==> src/rtl/cond_flag_unit_pkg.sv <==
// rtl/cond_flag_unit_pkg.sv - condition codes, NZCV bit positions and FlagW group meanings
package cond_flag_unit_pkg;

  // Architectural condition field encodings
  typedef enum logic [3:0] {
    COND_EQ = 4'h0,
    COND_NE = 4'h1,
    COND_CS = 4'h2,
    COND_CC = 4'h3,
    COND_MI = 4'h4,
    COND_PL = 4'h5,
    COND_VS = 4'h6,
    COND_VC = 4'h7,
    COND_HI = 4'h8,
    COND_LS = 4'h9,
    COND_GE = 4'hA,
    COND_LT = 4'hB,
    COND_GT = 4'hC,
    COND_LE = 4'hD,
    COND_AL = 4'hE,
    COND_NV = 4'hF
  } cond_code_t;

  // Bit positions inside the {N,Z,C,V} nibble
  localparam int FLAG_N = 3;
  localparam int FLAG_Z = 2;
  localparam int FLAG_C = 1;
  localparam int FLAG_V = 0;

  // FlagW bits as driven by the ALU decoder
  localparam int FLAGW_NZ = 1;
  localparam int FLAGW_CV = 0;

  // Merge freshly produced ALU flags into the current flags, group by group
  function automatic logic [3:0] merge_flags(
    input logic [3:0] cur,
    input logic [3:0] alu,
    input logic [1:0] flag_w
  );
    logic [3:0] res;
    res = cur;
    if (flag_w[FLAGW_NZ]) begin
      res[FLAG_N] = alu[FLAG_N];
      res[FLAG_Z] = alu[FLAG_Z];
    end
    if (flag_w[FLAGW_CV]) begin
      res[FLAG_C] = alu[FLAG_C];
      res[FLAG_V] = alu[FLAG_V];
    end
    return res;
  endfunction

endpackage

==> src/rtl/cond_flag_unit_cond_check.sv <==
// rtl/cond_flag_unit_cond_check.sv - combinational condition-field predicate against NZCV
module cond_check
  import cond_flag_unit_pkg::*;
(
  input  logic [3:0] cond,
  input  logic [3:0] flags,
  output logic       pass
);

  logic n, z, c, v;
  logic base;

  assign n = flags[FLAG_N];
  assign z = flags[FLAG_Z];
  assign c = flags[FLAG_C];
  assign v = flags[FLAG_V];

  // Codes come in true/inverted pairs: evaluate the even member, flip on cond[0]; 0xE/0xF always pass
  always_comb begin
    base = 1'b0;
    case (cond[3:1])
      3'd0:    base = z;
      3'd1:    base = c;
      3'd2:    base = n;
      3'd3:    base = v;
      3'd4:    base = c & ~z;
      3'd5:    base = (n == v);
      3'd6:    base = ~z & (n == v);
      default: base = 1'b1;
    endcase
    if (cond[3:1] == 3'd7) begin
      pass = 1'b1;
    end else begin
      pass = base ^ cond[0];
    end
  end

endmodule

==> src/rtl/cond_flag_unit.sv <==
// rtl/cond_flag_unit.sv - E-stage NZCV register, condition gating and branch resolve; COND_PERF_CNT_EN adds branch/mispredict counters
module cond_flag_unit
  import cond_flag_unit_pkg::*;
#(
  parameter logic [3:0] FLAG_RST = 4'b0000
`ifdef COND_PERF_CNT_EN
  ,
  parameter int CNT_W = 16
`endif
) (
  input  logic             clk,
  input  logic             reset,
  input  logic             valid_e,
  input  logic             stall_e,
  input  logic             flush_e,
  input  logic [3:0]       cond_e,
  input  logic [1:0]       flag_w_e,
  input  logic [3:0]       alu_flags_e,
  input  logic             pcs_e,
  input  logic             reg_w_e,
  input  logic             mem_w_e,
  input  logic             branch_e,
  input  logic             pred_taken_e,
  output logic [3:0]       flags_q,
  output logic             cond_ex_e,
  output logic             pcs_g,
  output logic             reg_w_g,
  output logic             mem_w_g,
  output logic             branch_taken_e,
  output logic             mispredict_e,
`ifdef COND_PERF_CNT_EN
  output logic [CNT_W-1:0] br_cnt,
  output logic [CNT_W-1:0] mis_cnt,
`endif
  output logic             redirect_q
);

  logic alive;
  logic live;
  logic flag_upd;

  // Predicate sees only flags written by older instructions (no bypass of alu_flags_e)
  cond_check u_cond_check (
    .cond  (cond_e),
    .flags (flags_q),
    .pass  (cond_ex_e)
  );

  assign alive = valid_e & ~flush_e;
  assign live  = alive & cond_ex_e;

  // Side-effect gating and branch resolution
  always_comb begin
    pcs_g          = pcs_e & live;
    reg_w_g        = reg_w_e & live;
    mem_w_g        = mem_w_e & live;
    branch_taken_e = branch_e & live;
    mispredict_e   = alive & branch_e & (branch_taken_e != pred_taken_e);
  end

  assign flag_upd = live & ~stall_e;

  // Architectural flag register; each FlagW group loads independently
  always_ff @(posedge clk) begin
    if (reset) begin
      flags_q <= FLAG_RST;
    end else if (flag_upd) begin
      flags_q <= merge_flags(flags_q, alu_flags_e, flag_w_e);
    end
  end

  // One-cycle redirect to fetch; held off while stalled so the mispredict re-presents on release
  always_ff @(posedge clk) begin
    if (reset) begin
      redirect_q <= 1'b0;
    end else begin
      redirect_q <= mispredict_e & ~stall_e;
    end
  end

`ifdef COND_PERF_CNT_EN
  logic br_inc;
  logic mis_inc;

  assign br_inc  = alive & branch_e & ~stall_e;
  assign mis_inc = mispredict_e & ~stall_e;

  // Saturating branch and mispredict counters
  always_ff @(posedge clk) begin
    if (reset) begin
      br_cnt  <= '0;
      mis_cnt <= '0;
    end else begin
      if (br_inc && (br_cnt != {CNT_W{1'b1}})) begin
        br_cnt <= br_cnt + 1'b1;
      end
      if (mis_inc && (mis_cnt != {CNT_W{1'b1}})) begin
        mis_cnt <= mis_cnt + 1'b1;
      end
    end
  end
`endif

endmodule
==> config.mk <==
export PLATFORM = sky130hd
export DESIGN_NAME = cond_flag_unit
export DESIGN_NICKNAME = d
export VERILOG_FILES = /design/src/rtl/cond_flag_unit_pkg.sv /design/src/rtl/cond_flag_unit_cond_check.sv /design/src/rtl/cond_flag_unit.sv
export SDC_FILE = /design/constraint.sdc
export NUM_CORES = 1
export LEC_CHECK = 0
export ABC_AREA = 1
export CAP_MARGIN = 40
export CORE_AREA = 2 2 39 41
export CTS_BUF_LIST = sky130_fd_sc_hd__clkbuf_4 sky130_fd_sc_hd__clkbuf_8
export DETAILED_ROUTE_END_ITERATION = 7
export DIE_AREA = 0 0 41 43
export PLACE_DENSITY = 0.8
export SYNTH_ARGS = -nofsm -noshare
export SYNTH_HDL_FRONTEND = slang
export SYNTH_SLANG_ARGS = --single-unit
==> constraint.sdc <==
create_clock -name clk -period 2.2 [get_ports clk]
set_input_delay 0.22 -clock clk [delete_from_list [all_inputs] [get_ports clk]]
set_output_delay 0.22 -clock clk [all_outputs]
set_load 0.01 [all_outputs]
==> results.yml, run 1 <==
yosys:
  netlist_area_um2: 422
  synth_area_leader_cell: "dfxtp_1"
  synth.top_cell.area_share_pct: 23.7
  ys_types: 12
  synth_cells: 74
  synthTopCellsByArea: "dfxtp_1, nand2_1, inv_1"
  ys_ff_latch: 5
  ys_seq_area_share_pct: 23.7
  syn_avg_cell_area_um2: 5.70
  yosysWarnings: 0
  synth_nets: 94
sta:
  slew_violations: 0
  final_hold_viol_count: 0
  setup_tns_ns: 0
  fmax_mhz: 484
  rsz0062_at_grt: "false"
  min_period_over_period_pct: 94.0
  slew_headroom_pct: 87.5
  final-setup-viol-count: 0
  fin_worst_skew_ns: 0.000160
  tightest_slew_ns: 0.187
  fin_crit_ns: 2.07
route:
  ant_nets: 0
  drtIter0Drc: 4
  num_vias: 558
  wl_per_cell_um: 8.95
  wl_mm: 1.14
  vias_per_cell: 4.39
  drc: 0
  first_pass_iters: 4
worst_setup_path:
  cp_max_fo: 5
  worstSetupPathType: "reg -> out"
  crit_path_end_kind: "output pin"
  worstPathRequired_ns: 1.98
  rrSetupSlack_ns: 0.74
  cp.arrival_ns: 1.85
  cp-start-kind: "flip-flop"
power:
  clock_power_share_pct: 38.9
  ir_drop_uv: 241
  combPwrFrac_pct: 31.1
  p_leak_nw: 0.503
  internal_power_mw: 0.232
  p_sw_mw: 0.0854
  p_per_area_nw_per_um2: 397
  p_seq_share_pct: 30.0
  swShare_pct: 26.9
cts:
  clk_latency_ns: 0.25
  cts_buffer_depth: 2
  cts.sinks: 5
  cts-root-buf: "clkbuf_4"
  cts.htree.levels: 1
  hold_buffers: 0
  clkTransAtPathRegs_ns: 0.04
  numCtsBuffers: 3
  tritoncts: "yes"
  post_cts_buffers: 0
floorplan:
  design.core.area_um2: 1380
  die-area_um2: 1760
  row_count: 14
  die_x_um: 41
  die_h_um: 43
  start_util_pct: 30.5
  io-pin-count: 31
min_path:
  hold_class: "in -> reg"
layout:
  nets: 132
  seq_area_um2: 100
  area_growth_pct: 89.9
  drive_above_1_share_pct: 11.7
  multiInputGateArea_um2: 250
  stdcell_count: 127
  fillers: 138
  n_antenna_cell: 0
grt:
  antenna_found_initial: 0
  grt_util_all_layers_pct: 14.7
  grt_max_degree: 7
  grt_pass1_wl_mm: 1.79
  grt_pass1_vias: 496
  grt.overflow.total: 0
placement:
  hpwl_um: 967
  place_congestion: 0.731
  port_buffers: 30
  dp.cells: 123
outcome:
  status: "finished, final reports clean"
flow_run:
  cap_violations: 0
[worst max-delay path, stage by stage, from the launching register on]
cell	delay [ns]
dfxtp_1	0.35
inv_1	0.07
nor2_1	0.13
a21oi_2	0.07
nand2_1	0.08
nand3_1	0.12
nand3_4	0.13
buf_4	0.12
clkdlybuf4s50_1	0.53
[cell type report]
class / count / share of cell area, %
timing repair buffer: 33 / 41.1
multi-input combinational: 50 / 31.3
sequential: 5 / 12.5
inverter: 19 / 8.91
clock buffer: 4 / 3.75
tap: 16 / 2.50
[repair_timing]
| item | in CTS | in global routing |
|---|---|---|
| pin swaps | 0 | 0 |
| setup endpoints to repair | 6 | 4 |
| gates resized for setup | 3 | 4 |
| endpoints found under the hold margin | 0 | 0 |
[state kept, by name (all words and copies together) (netlist names)]
signal / flops
flags_q: 4
redirect_q: 1
[cell usage in the layout (no fill, tap or decap), types with 3 or more instances in the layout]
cell	count
buf_4	3
clkbuf_4	4
clkdlybuf4s50_1	23
dfxtp_1	5
dlygate4sd2_1	3
dlymetal6s2s_1	4
inv_1	19
nand2_1	21
nand3_1	6
nor2_1	15
[path summary, 6_finish.rpt]
kind	start	cells after the start	endpoint
setup / recovery	flags_q[1]	8	cond_ex_e
hold reg to reg	flags_q[3]	4	flags_q[3]
hold / removal	alu_flags_e[0]	3	flags_q[0]
setup reg to reg	flags_q[1]	10	redirect_q
[logic make-up (layout without fill, tap and decap cells)]
logic type	Yosys count	in the layout	share of synthesized area, %
xor+xnor	2	2	4.16
flops	5	5	23.7
simple gates	47	47	53.1
buf+inv	19	56	16.9
compound gates	1	1	2.08
[power by group through the flow]
stage                     Combinational [mW]  Sequential (mW)  Clock [mW]
final                                 0.0987           0.0955       0.124
after detailed placement               0.102           0.0971           0
after global placement                 0.100           0.0970           0
after global routing                   0.109           0.0956       0.129
after CTS                              0.101           0.0954       0.123
after floorplan                       0.0386           0.0977           0
[stage by stage]
step	hold WS [ns]	utilization [%]	worst slack [ns]	instance area, µm²	power, mW
2_1_floorplan	0.355	-	0.756	422	0.136
3_3_place_gp	0.547	55.2	-0.141	764	0.197
3_5_place_dp	0.569	55.2	-0.166	764	0.199
4_1_cts	0.567	57.1	0.0243	791	0.319
5_1_grt	0.573	57.9	0.0601	801	0.333
6_report	0.559	57.9	0.132	801	0.318
[synth_stat cells, drive strengths merged]
cell	number
nor2	15
dfxtp	5
inv	19
xor2	1
nand4	2
nand2	22
nand3	8
a21oi	1
xnor2	1
[per-layer routing]
metal	up-vias	share of wire, %	GRT usage [%]
li1	289	-	-
met1	236	40	16.7
met2	30	48	22.8
met3	3	11	6.28
met4	0	1.8	6.00
met5	-	0	0
(Power assumes the default switching activity.)
==> run 2, diff against run 1 <==
--- a/config.mk
+++ b/config.mk
@@ -11,6 +11,7 @@
 export CTS_BUF_LIST = sky130_fd_sc_hd__clkbuf_4 sky130_fd_sc_hd__clkbuf_8
 export DETAILED_ROUTE_END_ITERATION = 7
 export DIE_AREA = 0 0 41 43
+export GPL_TIMING_DRIVEN = 0
 export PLACE_DENSITY = 0.8
 export SYNTH_ARGS = -nofsm -noshare
 export SYNTH_HDL_FRONTEND = slang
==> run 2 against run 1 <==
Clock power fell by 6%. Global-route usage fell by 0.056 points. Non-clock buffer count is 3 lower. Highest routed layer is now met3. Sequential share of layout area up 0.75 points. Largest power group unchanged. Die area stayed put.
==> results.yml, run 2 (same netlist as run 1, synthesis figures left out) <==
route:
  drtIter0Drc: 8
  drc: 0
  vias_per_cell: 4.28
  wl_per_cell_um: 8.90
  ant_nets: 0
  num_vias: 531
  first_pass_iters: 2
  wl_mm: 1.10
worst_setup_path:
  worstPathRequired_ns: 1.98
  cp_top_family: "buffers and inverters"
  slowest_delay_ns: 0.52
  crit_path_end_kind: "output pin"
  crit_path_cell_trace: "clkdlybuf4s50_1, inv_1, nand2_1, inv_1, nand3_2, nand3_1, nand3_4, nand2_1, inv_1, clkdlybuf4s50_1"
  cp_slowest_cell: "clkdlybuf4s50_1"
  cp.arrival_ns: 1.83
  cp_max_fo: 6
  cp_num_buf_inv: 5
  crit_top_cell: "inv_1"
  cp-start-kind: "input port"
  worstSetupPathType: "in -> out"
  reg2reg_from: "flags_q[1]"
  rrSetupSlack_ns: 0.85
  crit_path_start: "cond_e[3]"
floorplan:
  die_h_um: 43
  design.core.area_um2: 1380
  io-pin-count: 31
  row_count: 14
  die_x_um: 41
  die-area_um2: 1760
  start_util_pct: 30.5
layout:
  final_common_cell: "clkdlybuf4s50_1"
  nets: 129
  layout_common_cells: "clkdlybuf4s50_1, nand2_1, inv_1"
  n_antenna_cell: 0
  drive_above_1_share_pct: 11.1
  largest_reg_flops: 4
  stdcell_count: 124
  top_register: "flags_q"
  reg_top3: "flags_q: 4 flops, redirect_q: 1 flops"
  fillers: 137
  area_growth_pct: 83.7
placement:
  dp.cells: 120
  place_ws_ns: -0.195
  place_congestion: 0.739
  port_buffers: 30
  hpwl_um: 917
cts:
  cts-root-buf: "clkbuf_4"
  cts.htree.levels: 1
  clkTransAtPathRegs_ns: 0.04
  numCtsBuffers: 3
  clk_latency_ns: 0.23
  post_cts_buffers: 0
  cts.sinks: 5
  hold_buffers: 0
  cts_buffer_depth: 2
  tritoncts: "yes"
power:
  p_per_area_nw_per_um2: 395
  p_leak_nw: 0.459
  ir_drop_uv: 221
sta:
  final_hold_viol_count: 0
  fmax_mhz: 489
  rsz0062_at_grt: "false"
  slew_violations: 0
  tightest_slew_ns: 0.326
  hold_ws_ns: 0.538
  min_period_over_period_pct: 93.0
  slew_headroom_pct: 78.2
  setup_slack_ns: 0.154
  final-setup-viol-count: 0
  fin_crit_ns: 2.05
  fin_worst_skew_ns: 0.000299
grt:
  grt_util_all_layers_pct: 14.6
  grt.overflow.total: 0
  grt_pass1_wl_mm: 1.79
  grt_pass1_vias: 503
  grt_max_degree: 7
  antenna_found_initial: 0
min_path:
  hold_class: "reg -> reg"
  hold_start: "flags_q[3]"
outcome:
  status: "finished, final reports clean"
flow_run:
  cap_violations: 0
==> run 2: changes by cell type in the layout (fill, tap and decap cells not counted) <==
cell / previous run / this run
dfxtp_1: 5 / 3
dlygate4sd2_1: 3 / 4
dfxtp_2: 0 / 2
dlymetal6s2s_1: 4 / 2
clkdlybuf4s50_1: 23 / 24
buf_4: 3 / 0
==> run 2: worst reg2reg max path, stage by stage (launching register included) <==
cell and delay [ns]:
dfxtp_1 0.34, inv_1 0.07, nor2_1 0.11, a21oi_2 0.06, nand2_1 0.08, nand3_1 0.12
nand3_4 0.14, nand4_2 0.15, nor2_1 0.13, nor2_1 0.05
==> run 2: worst paths after layout <==
check / end / cells past startpoint
worst min-delay path: flags_q[3] / 4
worst max register to register: flags_q[0] / 9
worst max-delay path: branch_taken_e / 10
worst min register to register: flags_q[3] / 4
==> run 2: layer usage <==
layer  vias up  global-route usage, %  routed length (µm)
met5         -                      0                   0
met4         0                   6.00                   0
met3         0                   4.71                 101
met2        24                   23.8                 567
met1       222                   16.6                 434
li1        285                      -                   -
==> run 2: power breakdown <==
part / switching (mW) / internal (mW)
combinational: 0.0407 / 0.0534
sequential: 0.00204 / 0.0934
clock: 0.0359 / 0.0808
==> run 2: cell type report <==
class,instances,area (µm²),share of cell area [%]
inverters,19,71.3,9.21
well taps,16,20.0,2.58
repair buffers,30,300,38.8
multi-input cells,50,250,32.3
flip-flops and latches,5,103,13.2
clock buffers,4,30.0,3.88
==> run 2: per-stage QoR <==
step | power, mW | TNS (ns) | util (%) | cell area [µm²]
floorplan | 0.136 | 0 | - | 422
global placement | 0.192 | -0.448 | 53.6 | 742
detailed placement | 0.194 | -0.608 | 53.6 | 742
CTS | 0.312 | 0 | 55.4 | 767
global route | 0.332 | 0 | 56.0 | 774
finish | 0.306 | 0 | 56.0 | 774
==> run 2: timing repair <==
action,4_1_cts,5_1_grt
setup endpoints to repair,5,2
gates resized for setup,4,4
pin swaps,0,0
